### src/rtl/seg_chase_decoder.sv
// seg_chase_decoder
// Recovers the chase position of a seven-segment chase/fade LED driver from
// its (possibly PWM-faded, possibly active-low) segment lines.
//
// Operation: each measurement window of 2^WIN_WIDTH clocks counts how many
// cycles every segment was lit. The segment with the strictly highest nonzero
// count is the head. Head changes are mapped onto the eight-state figure-8
// path to track position, direction, lock and step period.
//
// Ports:
//   clk        clock
//   reset      synchronous, active-high
//   seg_in     segment lines a..g (bit 0 = segment 0), asynchronous
//   invert     1 = segment lines are active-low, asynchronous
//   pos        reconstructed chase state 0..7
//   pos_valid  pos is known
//   dir        1 = pos incrementing, 0 = decrementing
//   locked     LOCK_STEPS consecutive steps in one direction seen
//   step_stb   one-cycle pulse on an accepted adjacent step
//   err_stb    one-cycle pulse on a non-adjacent jump
//   period     clocks between the last two step_stb pulses
module seg_chase_decoder #(
  parameter int unsigned WIN_WIDTH    = 6,
  parameter int unsigned PERIOD_WIDTH = 16,
  parameter int unsigned LOCK_STEPS   = 2
) (
  input  logic                    clk,
  input  logic                    reset,
  input  logic [6:0]              seg_in,
  input  logic                    invert,
  output logic [2:0]              pos,
  output logic                    pos_valid,
  output logic                    dir,
  output logic                    locked,
  output logic                    step_stb,
  output logic                    err_stb,
  output logic [PERIOD_WIDTH-1:0] period
);

  localparam int unsigned NUM_SEG = 7;
  localparam int unsigned CNT_W   = WIN_WIDTH + 1;
  localparam int unsigned CONS_W  = (LOCK_STEPS < 1) ? 1 : $clog2(LOCK_STEPS + 1);
  localparam logic [CONS_W-1:0] CONS_SAT =
    (LOCK_STEPS < 1) ? CONS_W'(1) : CONS_W'(LOCK_STEPS);
  localparam logic [2:0] SEG_AMBIG = 3'd6;

  typedef enum logic {
    S_IDLE,
    S_TRACK
  } state_t;

  // Segment index to path state; segment 6 is resolved separately.
  function automatic logic [2:0] seg_state(input logic [2:0] s);
    case (s)
      3'd0:    return 3'd0;
      3'd1:    return 3'd1;
      3'd2:    return 3'd5;
      3'd3:    return 3'd4;
      3'd4:    return 3'd3;
      3'd5:    return 3'd7;
      default: return 3'd0;
    endcase
  endfunction

  // ---------------------------------------------------------------------------
  // Input synchronizer; invert travels with the segment lines
  // ---------------------------------------------------------------------------
  logic [7:0]         sync1;
  logic [7:0]         sync2;
  logic [NUM_SEG-1:0] lit;

  always_ff @(posedge clk) begin
    if (reset) begin
      sync1 <= '0;
      sync2 <= '0;
    end else begin
      sync1 <= {invert, seg_in};
      sync2 <= sync1;
    end
  end

  assign lit = sync2[6:0] ^ {NUM_SEG{sync2[7]}};

  // ---------------------------------------------------------------------------
  // Measurement window: per-segment on-time counters and snapshot
  // ---------------------------------------------------------------------------
  logic [WIN_WIDTH-1:0] win_cnt;
  logic                 win_last;
  logic [CNT_W-1:0]     on_cnt [NUM_SEG];
  logic [CNT_W-1:0]     snap   [NUM_SEG];
  logic                 snap_valid;

  assign win_last = &win_cnt;

  always_ff @(posedge clk) begin
    if (reset) begin
      win_cnt    <= '0;
      snap_valid <= 1'b0;
      for (int unsigned i = 0; i < NUM_SEG; i++) begin
        on_cnt[i] <= '0;
        snap[i]   <= '0;
      end
    end else begin
      win_cnt    <= win_cnt + WIN_WIDTH'(1);
      snap_valid <= win_last;
      for (int unsigned i = 0; i < NUM_SEG; i++) begin
        // The last sample of the window goes straight into the snapshot.
        if (win_last) begin
          snap[i]   <= on_cnt[i] + CNT_W'(lit[i]);
          on_cnt[i] <= '0;
        end else begin
          on_cnt[i] <= on_cnt[i] + CNT_W'(lit[i]);
        end
      end
    end
  end

  // ---------------------------------------------------------------------------
  // Head selection: strictly brightest nonzero segment, else blank window
  // ---------------------------------------------------------------------------
  logic [2:0] head;
  logic       head_ok;
  logic       beats;

  always_comb begin
    head    = '0;
    head_ok = 1'b0;
    beats   = 1'b0;
    for (int unsigned i = 0; i < NUM_SEG; i++) begin
      beats = (snap[i] != '0);
      for (int unsigned j = 0; j < NUM_SEG; j++) begin
        if (j != i && snap[i] <= snap[j]) begin
          beats = 1'b0;
        end
      end
      if (beats) begin
        head    = 3'(i);
        head_ok = 1'b1;
      end
    end
  end

  // ---------------------------------------------------------------------------
  // Step classification against the previous head / position
  // ---------------------------------------------------------------------------
  state_t                  state;
  logic [2:0]              head_q;
  logic [CONS_W-1:0]       cons;
  logic [CONS_W-1:0]       cons_nxt;
  logic [PERIOD_WIDTH-1:0] period_cnt;
  logic                    have_step;

  logic [2:0] old_state;
  logic [2:0] new_state;
  logic       old_ok;
  logic       new_ok;
  logic       is_inc;
  logic       is_dec;
  logic       head_moved;
  logic       reversal;

  always_comb begin
    old_state = pos;
    old_ok    = pos_valid;
    new_state = seg_state(head);
    new_ok    = 1'b1;

    // Leaving seg6 with pos unknown: infer where seg6 must have been.
    if (!pos_valid) begin
      old_state = 3'd0;
      old_ok    = 1'b0;
      case (head)
        3'd1, 3'd4: begin old_state = 3'd2; old_ok = 1'b1; end
        3'd2, 3'd5: begin old_state = 3'd6; old_ok = 1'b1; end
        default:    ;
      endcase
    end

    // Arriving at seg6: the predecessor picks the upper or lower crossing.
    if (head == SEG_AMBIG) begin
      new_state = 3'd0;
      new_ok    = 1'b0;
      case (head_q)
        3'd1, 3'd4: begin new_state = 3'd2; new_ok = 1'b1; end
        3'd2, 3'd5: begin new_state = 3'd6; new_ok = 1'b1; end
        default:    ;
      endcase
    end

    is_inc     = old_ok && new_ok && (new_state == 3'(old_state + 3'd1));
    is_dec     = old_ok && new_ok && (new_state == 3'(old_state - 3'd1));
    head_moved = snap_valid && head_ok && (head != head_q);

    // A zero run count means no previous direction to compare against.
    reversal = (cons != '0) && (dir != is_inc);
    if (reversal) begin
      cons_nxt = CONS_W'(1);
    end else if (cons >= CONS_SAT) begin
      cons_nxt = CONS_SAT;
    end else begin
      cons_nxt = cons + CONS_W'(1);
    end
  end

  // ---------------------------------------------------------------------------
  // Tracking FSM, outputs and step-period measurement
  // ---------------------------------------------------------------------------
  always_ff @(posedge clk) begin
    if (reset) begin
      state      <= S_IDLE;
      head_q     <= '0;
      cons       <= '0;
      period_cnt <= '0;
      have_step  <= 1'b0;
      pos        <= '0;
      pos_valid  <= 1'b0;
      dir        <= 1'b0;
      locked     <= 1'b0;
      step_stb   <= 1'b0;
      err_stb    <= 1'b0;
      period     <= '0;
    end else begin
      step_stb <= 1'b0;
      err_stb  <= 1'b0;
      if (period_cnt != '1) begin
        period_cnt <= period_cnt + PERIOD_WIDTH'(1);
      end

      case (state)
        S_IDLE: begin
          if (snap_valid && head_ok) begin
            state      <= S_TRACK;
            head_q     <= head;
            pos_valid  <= (head != SEG_AMBIG);
            if (head != SEG_AMBIG) begin
              pos <= seg_state(head);
            end
            // Restart the timeout from the seed; no period until a real step.
            period_cnt <= PERIOD_WIDTH'(1);
            have_step  <= 1'b0;
            cons       <= '0;
            locked     <= 1'b0;
          end
        end

        S_TRACK: begin
          if (head_moved) begin
            head_q <= head;
            if (is_inc || is_dec) begin
              pos        <= new_state;
              pos_valid  <= 1'b1;
              dir        <= is_inc;
              step_stb   <= 1'b1;
              period_cnt <= PERIOD_WIDTH'(1);
              have_step  <= 1'b1;
              if (have_step) begin
                period <= period_cnt;
              end
              cons   <= cons_nxt;
              locked <= (cons_nxt >= CONS_SAT) && !reversal;
            end else begin
              // Non-adjacent jump: re-seed from the new head.
              err_stb   <= 1'b1;
              locked    <= 1'b0;
              cons      <= '0;
              pos_valid <= (head != SEG_AMBIG);
              if (head != SEG_AMBIG) begin
                pos <= seg_state(head);
              end
            end
          end else if (period_cnt == '1) begin
            // No step for a full period-counter range: lose track.
            state     <= S_IDLE;
            pos_valid <= 1'b0;
            locked    <= 1'b0;
            cons      <= '0;
          end
        end
      endcase
    end
  end

endmodule

### config.mk
export PLATFORM = sky130hd
export DESIGN_NAME = seg_chase_decoder
export DESIGN_NICKNAME = d
export VERILOG_FILES = /design/src/rtl/seg_chase_decoder.sv
export SDC_FILE = /design/constraint.sdc
export NUM_CORES = 1
export LEC_CHECK = 0
export CORE_UTILIZATION = 45
export CTS_CLUSTER_SIZE = 25
export DETAILED_ROUTE_END_ITERATION = 10
export PLACE_DENSITY = 0.68
export SYNTH_ARGS = -nofsm -noshare
export SYNTH_HDL_FRONTEND = slang
export SYNTH_SLANG_ARGS = --single-unit
### constraint.sdc
create_clock -name clk -period 5.4 [get_ports clk]
set_clock_uncertainty 0.15 [all_clocks]
set_input_delay 1.08 -clock clk [delete_from_list [all_inputs] [get_ports clk]]
set_output_delay 1.08 -clock clk [all_outputs]
set_load 0.005 [all_outputs]
**After elaboration in Yosys (flattened, before gate mapping)**

Memory sizes are Yosys's and may differ from the RTL's.
Index checks and enable logic that the tools add are counted.
Widths: inputs -> output; s select.

- Add/subtract/negate cells: 12
- Order comparisons: 44
- Eq/ne operators: 21
- Multiplexer cells: 131
- Bitwise logic cells: 24
- Reduce and logical (&&, ||, !) cells: 30

Operator list:

| cell | number |
|---|---|
| $le 7x7->1 | 42 |
| $mux 7 | 21 |
| $mux 1 | 76 |
| $mux 16 | 4 |
| $add 7x1->7 | 7 |
| $reduce_bool 7->1 | 7 |
| $mux 3 | 13 |
| $pmux 16 s2 | 1 |
| $pmux 3 s2 | 4 |
| $or 1x1->1 | 21 |
| $add 16x1->16 const B | 1 |
| $eq 16x16->1 const B | 1 |
| $ne 16x16->1 const B | 1 |
| $eq 3x3->1 const B | 5 |
| $pmux 3 s5 | 1 |
| $mux 2 | 6 |
| $eq 3x2->1 const B | 3 |
| $pmux 1 s2 | 4 |
| $reduce_or 2->1 | 4 |
| $reduce_or 4->1 | 2 |
| $logic_and 1x1->1 | 7 |
| $xor 7x7->7 | 1 |
| $add 6x1->6 const B | 1 |
| $eq 3x1->1 const B | 2 |
| other kinds (21) | 27 |

- Register bits: 70
- Memory bits (writable): 98
- Bits of input ports: 10
- Output and inout bits: 24
- Logic and storage cells: 280
- Memories: 2

Memories:

| name | words | width | rd ports | clocked after Yosys merged registers in | wr ports | line | source |
|---|---|---|---|---|---|---|---|
| on_cnt | 7 | 7 | 7 | 0 | 7 | 89 | `logic [CNT_W-1:0] on_cnt [NUM_SEG];` |
| snap | 7 | 7 | 7 | 0 | 7 | 90 | `logic [CNT_W-1:0] snap [NUM_SEG];` |

**Longest topological paths before layout**

An unclocked memory read counts as a cell.

- Word-level depth: 29
- Depth in mapped cells: 21
- Gate-level depth less buffers: 19

**Worst setup path after synthesis**

Ideal clock, no wire load.

- Path kind: register to register
- Start point: memory snap[5][5] (netlist bit)
- End point: register period[0]
- Setup time: 0.072 ns
- Data arrival time: 4.653 ns
- Required time: 5.178 ns
- Slack: 0.525 ns
- Cell stages (with the launch flop): 21
- Path buffers: 2
- Period minus slack after synthesis: 4.875 ns
- Cell sequence: edfxtp_1 ha_1 and3_1 a221o_1 a31oi_1 nor2_1 and3_1 buf_6 or4_4 mux2_2 inv_1 ha_1 inv_1 nand2_1 a2111oi_2 and3b_1 a21bo_4 nand3_4 nor3_4 buf_8 mux2i_1

RTL lines:

| element | line | source |
|---|---|---|
| start, declared | 90 |  |
| end signal, assigned | 257 | `period <= period_cnt;` |
| end, declared | 37 | `output logic [PERIOD_WIDTH-1:0] period` |

==> flow_summary.ini <==
[pwr]
p_clk_frac = 0.406
pwr_density_cell_nw_per_um2 = 242
p_leak_nw = 5.24
power.internal_mw = 2.31
switching_share = 0.256
comb_power_share = 0.125
p_sw_mw = 0.792
pwr-share-seq = 0.469
peakVddDrop_mv = 0.206

[sta]
finalCriticalPeriod_ps = 5100
setup_viol = 0
hold_violations = 0
setup_tns_ps = 0
max_freq_mhz = 196
fin_crit_sh = 0.944
setup_slack_ps = 301
worst_pin_slew_ps = 943
grt_setup_unrepaired = false
final_max_slew_viol_count = 0
relSlewSlack = 0.371

[cts]
clock-root-buffer = clkbuf_16
clock_path_buffers = 2
clk_latency_ps = 430
cts_hold_buf = 0
cts.sinks = 168
numCtsBuffers = 17
cts_tree = built
cts-htree-levels = 4
clkTransAtPathRegs_ps = 60

[worst_setup_path]
crit_required_ps = 5580
cp.arrival_ps = 5280
crit_path_end_kind = flop
crit_type = flop to flop
start_kind = flop
crit_fanout = 15

[logic_synthesis]
syn_area_um2 = 11100
async_flop_share = 0
syn_avg_cell_area_um2 = 10.0
synth_edf_count = 98
syn_inst = 1105
synth_common_cells = 165 x ha_1, 117 x nor2_1, 98 x edfxtp_1, 70 x dfxtp_1, 62 x nand3_1
yosys_warnings = 0
ys_ff_latch = 168
ys_top_cells_by_area = edfxtp_1 27%, ha_1 19%, dfxtp_1 13%
synth_most_common_cell = ha_1
ys_seq_area_frac = 0.392
synth_top_area_frac = 0.265
synth_largest_area_cell = edfxtp_1
ys_types = 79
synth_ff_type = edfxtp_1

[final_layout]
fin_area_um2 = 12800
final_cell_count_no_fill = 1549
area_growth_pct = 15.3
final_core_util = 0.528
fin_nets = 1387
drive_gt1_frac = 0.0882
fillers = 2196
num_antenna_cells = 0

[placement]
io_buffers = 33
place.gp.congestion = 0.979
placed_cell_area_um2 = 12100
hpwl_mm = 20.3
place_ws_ps = 231
dp_cells = 1512

[die]
die_w_um = 159
fp.dieArea_um2 = 25300
start_util = 0.457
io_pins = 34
fp-row-count = 57
die_y_um = 159
core-area_um2 = 24200

[drt]
post_drt_wl_per_cell_um = 17.1
drtAntennaViolNets = 0
first_pass_iters = 5
vias_per_cell = 5.56
via_count = 8613
wirelength_mm = 26.5
drtIter0Drc = 451
drc_errors = 0

[job]
max-cap-violations = 0

[status]
outcome = complete, no violations

[global_route]
grt_usage = 0.213
grt_antenna_before_repair = 0
grt_max_degree = 93
grt_overflow = 0
grt_pass1_vias = 8395
grt_pass1_wl_mm = 42.8

[hold_path]
min_path_type = flop to flop
==> registers in the layout, indices dropped and copies added, names as in the netlist, 6 cells and up <==
signal and count:
win_cnt 6, on_cnt 49, sync2 8, period_cnt 16, snap 49, sync1 8, period 16
==> what timing repair did <==
| item | 4_1_cts | 5_1_grt |
|---|---|---|
| setup endpoints to repair | 0 | 20 |
| gates resized for setup | 0 | 2 |
| buffers inserted | 0 | 5 |
==> per-stage QoR <==
| stage | hold WS, ps | total power [mW] |
|---|---|---|
| floorplan | 264 | 1.74 |
| global placement | 267 | 1.84 |
| detailed placement | 273 | 1.86 |
| CTS | 288 | 3.12 |
| global route | 303 | 3.23 |
| finish | 287 | 3.10 |
==> worst max-delay path, stage by stage (launching register included) <==
cell and delay (ps):
edfxtp_1 500, buf_4 200, ha_1 320, a21o_1 180, a221o_1 340, a31oi_1 240
nor2_1 90, and3_1 200, or4_4 560, mux2_2 290, inv_1 60, ha_1 260
inv_1 90, nand2_1 60, a2111oi_2 330, and3b_1 230, nand3b_4 190, a41oi_2 230
nor2_2 70, buf_12 160, nor4_1 240
==> cells in the final DEF (no fill, tap or decap), types with 25 or more instances in the layout <==
| cell type | instances |
|---|---|
| a21oi_1 | 49 |
| and2_1 | 25 |
| buf_4 | 32 |
| clkdlybuf4s50_1 | 32 |
| conb_1 | 49 |
| dfxtp_1 | 70 |
| edfxtp_1 | 98 |
| ha_1 | 165 |
| inv_1 | 55 |
| nand2_1 | 32 |
| nand2b_1 | 38 |
| nand3_1 | 62 |
| nand4_1 | 34 |
| nor2_1 | 117 |
| nor2b_1 | 25 |
| nor3_1 | 31 |
| xor2_1 | 37 |
==> per-layer routing <==
metal	part of all wire	vias up	global-route usage	wire [µm]
li1	-	4249	-	-
met5	0	-	0	0
met1	0.46	4054	0.289	12200
met2	0.45	250	0.335	11900
met4	0.030	0	0.0909	784
met3	0.061	60	0.0372	1610
==> layout make-up <==
type	count	area [µm²]	share of cell area
Clock inverter	8	68.8	0.00538
Tap cell	324	405	0.0317
Inverter	56	210	0.0164
Sequential cell	168	4340	0.340
Multi-Input combinational cell	902	6600	0.516
Clock buffer	24	557	0.0435
Timing Repair Buffer	67	606	0.0473
==> final timing paths <==
kind	startpoint	endpoint	slack [ps]	cells past startpoint
worst max-delay path	snap[5][5]	period_cnt[14]	300	20
worst max register to register	snap[5][5]	period_cnt[14]	300	20
worst min-delay path	sync1[3]	sync2[3]	290	1
worst min register to register	sync1[3]	sync2[3]	290	1
==> cells by family (layout without fill, tap and decap cells) <==
kind of cell	Yosys count	after routing	synth area share
AND/OR/NAND/NOR	472	472	0.239
buffers and inverters	83	155	0.0306
XOR/XNOR	60	60	0.0474
adder cells (fa/ha/maj)	165	165	0.186
flip-flops	168	168	0.392
AO/OA/AOI/OAI	136	136	0.0869
other	1	49	0.000338
multiplexers	20	20	0.0186
==> power by group through the flow <==
stage	clock network (mW)	registers (mW)	logic (mW)
finish	1.26	1.45	0.387
global route	1.33	1.46	0.436
CTS	1.29	1.45	0.378
detailed placement	0	1.48	0.375
global placement	0	1.48	0.362
floorplan	0	1.47	0.274
(Power assumes the default switching activity.)
